**config.mk**
```make
export PLATFORM = sky130hd
export DESIGN_NAME = obj_table_commit
export DESIGN_NICKNAME = d
export VERILOG_FILES = /design/src/rtl/obj_table_commit.sv
export SDC_FILE = /design/constraint.sdc
export NUM_CORES = 2
export LEC_CHECK = 0
export ABC_AREA = 1
export BUFFER_PORTS_ARGS = -buffer_cell sky130_fd_sc_hd__buf_2
export CORE_UTILIZATION = 50
export DETAILED_ROUTE_END_ITERATION = 10
export HOLD_SLACK_MARGIN = 0.1
export PLACE_DENSITY_LB_ADDON = 0.12
export SYNTH_ARGS = -nofsm -noshare
export SYNTH_HDL_FRONTEND = slang
export SYNTH_SLANG_ARGS = --single-unit
```
**constraint.sdc**
```tcl
create_clock -name clk -period 103.8 [get_ports clk]
set_input_delay 5.19 -clock clk [delete_from_list [all_inputs] [get_ports clk]]
set_output_delay 5.19 -clock clk [all_outputs]
set_load 0.01 [all_outputs]
```
**src/rtl/obj_table_commit.sv**
```systemverilog
// obj_table_commit
// Avalon-MM shadow/active object table for the sprite renderer. Software fills a
// shadow table (background colour plus MAX_OBJECTS object words); a commit request
// copies it into the active table at the start of vertical blank, one entry per clock.
// Optional build macro: FRAME_IRQ_EN enables the commit-done interrupt (addr 31 acks it).
module obj_table_commit #(
   parameter int          MAX_OBJECTS = 20,
   parameter logic [23:0] BG_RESET    = 24'h000020,
   parameter logic [9:0]  VBLANK_LINE = 10'd480
) (
   input  logic                      clk,
   input  logic                      reset,
   input  logic                      chipselect,
   input  logic                      write,
   input  logic                      read,
   input  logic [4:0]                address,
   input  logic [31:0]               writedata,
   output logic [31:0]               readdata,
   output logic                      waitrequest,
   input  logic [10:0]               hcount,
   input  logic [9:0]                vcount,
   output logic [23:0]               bg_rgb,
   output logic [32*MAX_OBJECTS-1:0] obj_words,
   output logic                      irq
);

   localparam logic [4:0] LAST_IDX  = 5'(MAX_OBJECTS);
   localparam logic [4:0] CTRL_ADDR = 5'd30;

   typedef enum logic [1:0] {IDLE, PENDING, COPY} state_t;

   state_t      state_q, state_d;
   logic [4:0]  idx_q;
   logic        repend_q;
   logic [15:0] frame_cnt_q;
   logic [23:0] shadow_bg_q;
   logic [23:0] active_bg_q;
   logic [31:0] shadow_obj_q [MAX_OBJECTS];
   logic [31:0] active_obj_q [MAX_OBJECTS];
   logic [31:0] status;
   logic [31:0] rd_mux;

   logic wr_en, rd_en, commit_req, shadow_sel, shadow_wr;
   logic in_copy, copy_last, vblank_tick;

   assign wr_en       = chipselect & write;
   assign rd_en       = chipselect & read;
   assign commit_req  = wr_en & (address == CTRL_ADDR) & writedata[0];
   assign shadow_sel  = wr_en & (address <= LAST_IDX);
   assign in_copy     = (state_q == COPY);
   // Shadow writes stall during the copy so the snapshot being committed stays coherent.
   assign waitrequest = in_copy & shadow_sel;
   assign shadow_wr   = shadow_sel & ~in_copy;
   assign copy_last   = in_copy & (idx_q == LAST_IDX);
   // hcount is zero for a single clock per line, so this is naturally a one-cycle pulse.
   assign vblank_tick = (vcount == VBLANK_LINE) && (hcount == 11'd0);

   // Commit FSM state register.
   always_ff @(posedge clk or posedge reset) begin
      // NOTE: sequential state uses non-blocking (<=) so every flop samples pre-edge values.
      if (reset) state_q <= IDLE;
      else       state_q <= state_d;
   end

   // Commit FSM next-state logic.
   always_comb begin
      // NOTE: the default is assigned first so no path through the case infers a latch.
      state_d = state_q;
      unique case (state_q)
         IDLE:    if (commit_req)  state_d = PENDING;
         PENDING: if (vblank_tick) state_d = COPY;
         COPY:    if (copy_last)   state_d = (repend_q | commit_req) ? PENDING : IDLE;
         default:                  state_d = IDLE;
      endcase
   end

   // Copy index, re-request flag and completed-commit counter.
   always_ff @(posedge clk or posedge reset) begin
      if (reset) begin
         idx_q       <= '0;
         repend_q    <= 1'b0;
         frame_cnt_q <= '0;
      end else begin
         idx_q <= (in_copy && !copy_last) ? idx_q + 5'd1 : 5'd0;
         if (copy_last) begin
            repend_q    <= 1'b0;
            frame_cnt_q <= frame_cnt_q + 16'd1;
         end else if (in_copy && commit_req) begin
            repend_q <= 1'b1;
         end
      end
   end

   // Shadow table: software-visible copy, frozen while the commit copy runs.
   always_ff @(posedge clk or posedge reset) begin
      // NOTE: the tables are flop arrays rather than RAM, so they take the async reset too.
      if (reset) begin
         shadow_bg_q <= BG_RESET;
         for (int i = 0; i < MAX_OBJECTS; i++) shadow_obj_q[i] <= '0;
      end else if (shadow_wr) begin
         if (address == 5'd0) shadow_bg_q <= writedata[23:0];
         for (int i = 0; i < MAX_OBJECTS; i++)
            if (address == 5'(i + 1)) shadow_obj_q[i] <= writedata;
      end
   end

   // Active table: idx 0 takes the background, idx k takes object k-1.
   always_ff @(posedge clk or posedge reset) begin
      if (reset) begin
         active_bg_q <= BG_RESET;
         for (int i = 0; i < MAX_OBJECTS; i++) active_obj_q[i] <= '0;
      end else if (in_copy) begin
         if (idx_q == 5'd0) active_bg_q <= shadow_bg_q;
         for (int i = 0; i < MAX_OBJECTS; i++)
            if (idx_q == 5'(i + 1)) active_obj_q[i] <= shadow_obj_q[i];
      end
   end

`ifdef FRAME_IRQ_EN
   localparam logic [4:0] ACK_ADDR = 5'd31;
   logic irq_q;
   logic ack_wr;
   assign ack_wr = wr_en & (address == ACK_ADDR);

   // Commit-done interrupt: set on copy completion, cleared by an ack write; set wins.
   always_ff @(posedge clk or posedge reset) begin
      if (reset)          irq_q <= 1'b0;
      else if (copy_last) irq_q <= 1'b1;
      else if (ack_wr)    irq_q <= 1'b0;
   end
   assign irq = irq_q;
`else
   assign irq = 1'b0;
`endif

   assign status = {frame_cnt_q, 13'd0, irq, in_copy, (state_q == PENDING) | repend_q};

   // Read address decode; unmapped addresses return zero.
   always_comb begin
      rd_mux = '0;
      if (address == 5'd0)       rd_mux = {8'h00, shadow_bg_q};
      if (address == CTRL_ADDR)  rd_mux = status;
      for (int i = 0; i < MAX_OBJECTS; i++)
         if (address == 5'(i + 1)) rd_mux = shadow_obj_q[i];
   end

   // Registered read data (latency 1); holds when no read is presented.
   always_ff @(posedge clk or posedge reset) begin
      if (reset)      readdata <= '0;
      else if (rd_en) readdata <= rd_mux;
   end

   assign bg_rgb = active_bg_q;
   for (genvar g = 0; g < MAX_OBJECTS; g++) begin : g_obj_out
      assign obj_words[32*g +: 32] = active_obj_q[g];
   end

endmodule

```
==> results.cfg <==
[outcome]
status = completed

[timing]
worst_slew_pin_slew_ns = 1.27
max_freq_ghz = 0.0885
skew_ns = 0.0297
whs_ns = 0.477
setup_tns_ns = 0
hold_viol = 0
grt_setup_unrepaired = no
slew_headroom_pct = 15.4
slew_violations = 0
finalSetupViolCount = 0
fin_crit_sh_pct = 10.9
fin_crit_ns = 11.30

[yosys]
yosysSeqAreaShare_pct = 61.3
syn_inst = 6460
yosysWarnings = 0
synth_edf_count = 0
ys.flop_type = dfrtp_1
synth.distinct_cells = 38
syn_area_sq_um = 56500
syn_area_per_cell_sq_um = 8.75
synthTopCellsByArea = dfrtp_1, nand2_1, o21ai_0
syn_nets = 6529
yosys.area.top_type = dfrtp_1
synth_seq_cells = 1384
yosysTopAreaCellShare_pct = 61.2
async_reset_ff_share_pct = 100

[min_path]
worst_hold_path_type = reg2reg

[pwr]
clockPowerShare_pct = 33.1
p_seq_share_pct = 47.1
swShare_pct = 32.4
combPwrFrac_pct = 19.8
p_leak_nw = 33.9
p_int_mw = 1.09
power_switching_mw = 0.522
vdd_drop_max_mv = 0.0157
p_per_area_nw_per_um2 = 24.3

[placed_design]
placed_cell_area_sq_um = 61300
port_buffers = 759
hpwl_mm = 147
placed_cells = 8390
gp_congestion = 0.969

[global_routing]
antenna_found_initial = 13
grt_pass1_wl_mm = 305
grt_max_degree = 188
grt_pass1_vias = 44800
track_usage_pct = 36.7
gr-total-overflow = 0

[layout]
num-fill-cells = 10000
layout_common_cells = nand2_1, dfrtp_1, o21ai_0
layout_commonest_cell = nand2_1
fin_area_sq_um = 66200
fin_cells = 8657
syn_to_final_growth_pct = 17.1
drive_gt1_share_pct = 16.1
final_nets = 7119

[setup_path]
critPathRequiredTime_ns = 98.61
max_stage_delay_ns = 0.15
path_max_fanout = 5
worst_path_max_delay_cell = nor2_2
worst_setup_path_end_kind = output port
crit_chain = buf_2 -> inv_1 -> nand2_1 -> nor2_2 -> o311ai_2 -> nor2_1 -> buf_2
worstPathArrival_ns = 6.11
worstSetupPathType = in2out
path_common_cell = buf_2
start_kind = primary input

[clock_network]
cts_tree = done
cts_sinks = 1384
root_buffer = clkbuf_16
path_clk_slew_ns = 0.06
cts_resized = 0
cts_made_buffers = 146
cts_buffer_depth = 3
post_cts_buffers = 0
holdBufCountCts = 0
insertion_delay_ns = 0.76
htreeDepth = 4

[routing]
dr.pass1.iters = 8
drc = 0
detail_route.vias_per_cell = 5.52
vias = 47800
maxUsedRoutingLayer = met5
drt_iter0_markers = 5844
wl_met3_mm = 24.3
final_antenna_net_count = 0
wl_met2_mm = 94.8
wl_met1_mm = 82.9
routed_wl_mm = 212
wl_per_cell_um = 24.5

[floorplan]
die_w_um = 338
dieArea_sq_um = 114000
fp.coreArea_sq_um = 111000
rows = 122
initial_core_util_pct = 50.8
io_pins = 761
die_y_um = 338

[run]
cap_violations = 0
-- Yosys cell counts, drive strengths merged, types with 5 or more instances --
library cell and count:
ha 6, nand2 1980, nor2 284, clkbuf 317, mux2 24, dfrtp 1382, buf 70, nand4 138
a21oi 40, nand3 64, nor3 25, xnor2 5, inv 756, xor2 10, o21ai 1344
-- worst max-delay path: cells and delay by family --
kind,cells,cell delay (ns)
compound gates,1,0.11
buf+inv,3,0.41
simple gates,3,0.39
-- registers in the layout (all words and copies together) (netlist names) --
name,cells
obj_words,640
shadow_bg_q,24
shadow_obj_q,640
frame_cnt_q,16
readdata,32
repend_q,1
state_q,2
bg_rgb,24
idx_q,5
-- final timing paths --
kind                                                from                            end  slack (ns)  cells past startpoint
max                                           address[0]                    waitrequest       92.50                      7
min                            obj_words[22]$_DFFE_PP0P_      obj_words[22]$_DFFE_PP0P_        0.48                      2
max reg2reg                shadow_obj_q[527]$_DFFE_PP0P_       readdata[15]$_DFFE_PP0P_      100.21                     12
min reg2reg                    obj_words[22]$_DFFE_PP0P_      obj_words[22]$_DFFE_PP0P_        0.48                      2
max in group asynchronous                          reset  shadow_obj_q[624]$_DFFE_PP0P_       95.86                      5
min in group asynchronous                          reset     obj_words[587]$_DFFE_PP0P_        4.66                      2
-- per-layer routing --
metal / vias up / track usage (%)
li1: 21500 / -
met1: 23300 / 50.3
met2: 2625 / 55.1
met3: 400 / 9.37
met4: 14 / 16.8
met5: - / 0
-- kinds of logic (layout without fill, tap and decap cells) --
| family | count (synthesis) | after routing | share of synthesized area, % |
|---|---|---|---|
| simple gates | 2494 | 2494 | 17.7 |
| compound gates | 1391 | 1391 | 12.4 |
| flops | 1384 | 1384 | 61.3 |
| buf+inv | 1145 | 1847 | 7.79 |
| mux | 24 | 24 | 0.478 |
| xor+xnor | 15 | 15 | 0.232 |
| fa+ha+maj | 6 | 6 | 0.133 |
| other cells | 1 | 8 | 0.00664 |
-- power by group through the flow --
stage	sequential (mW)	clock, mW	combinational [mW]
2_1_floorplan	0.770	0	0.122
3_3_place_gp	0.762	0	0.310
3_5_place_dp	0.763	0	0.317
4_1_cts	0.756	0.537	0.319
5_1_grt	0.766	0.559	0.352
6_report	0.758	0.533	0.319
-- layout make-up --
class	count	area [sq um]	share of cell area, %
repair buffers	829	4360	6.59
flip-flops and latches	1384	34600	52.3
clock buffers	217	4400	6.65
multi-input cells	3931	17600	26.6
diodes	7	17.5	0.0265
well taps	1488	1860	2.81
inverters	758	2860	4.31
clock inverters	43	470	0.711
-- through the flow --
| step | power (mW) | utilization, % | setup slack [ns] |
|---|---|---|---|
| 2_1_floorplan | 0.892 | - | 59.59 |
| 3_3_place_gp | 1.07 | 55.1 | 92.53 |
| 3_5_place_dp | 1.08 | 55.1 | 92.52 |
| 4_1_cts | 1.61 | 59.5 | 92.52 |
| 5_1_grt | 1.68 | 59.5 | 92.44 |
| 6_report | 1.61 | 59.5 | 92.50 |
(Power assumes the default switching activity.)
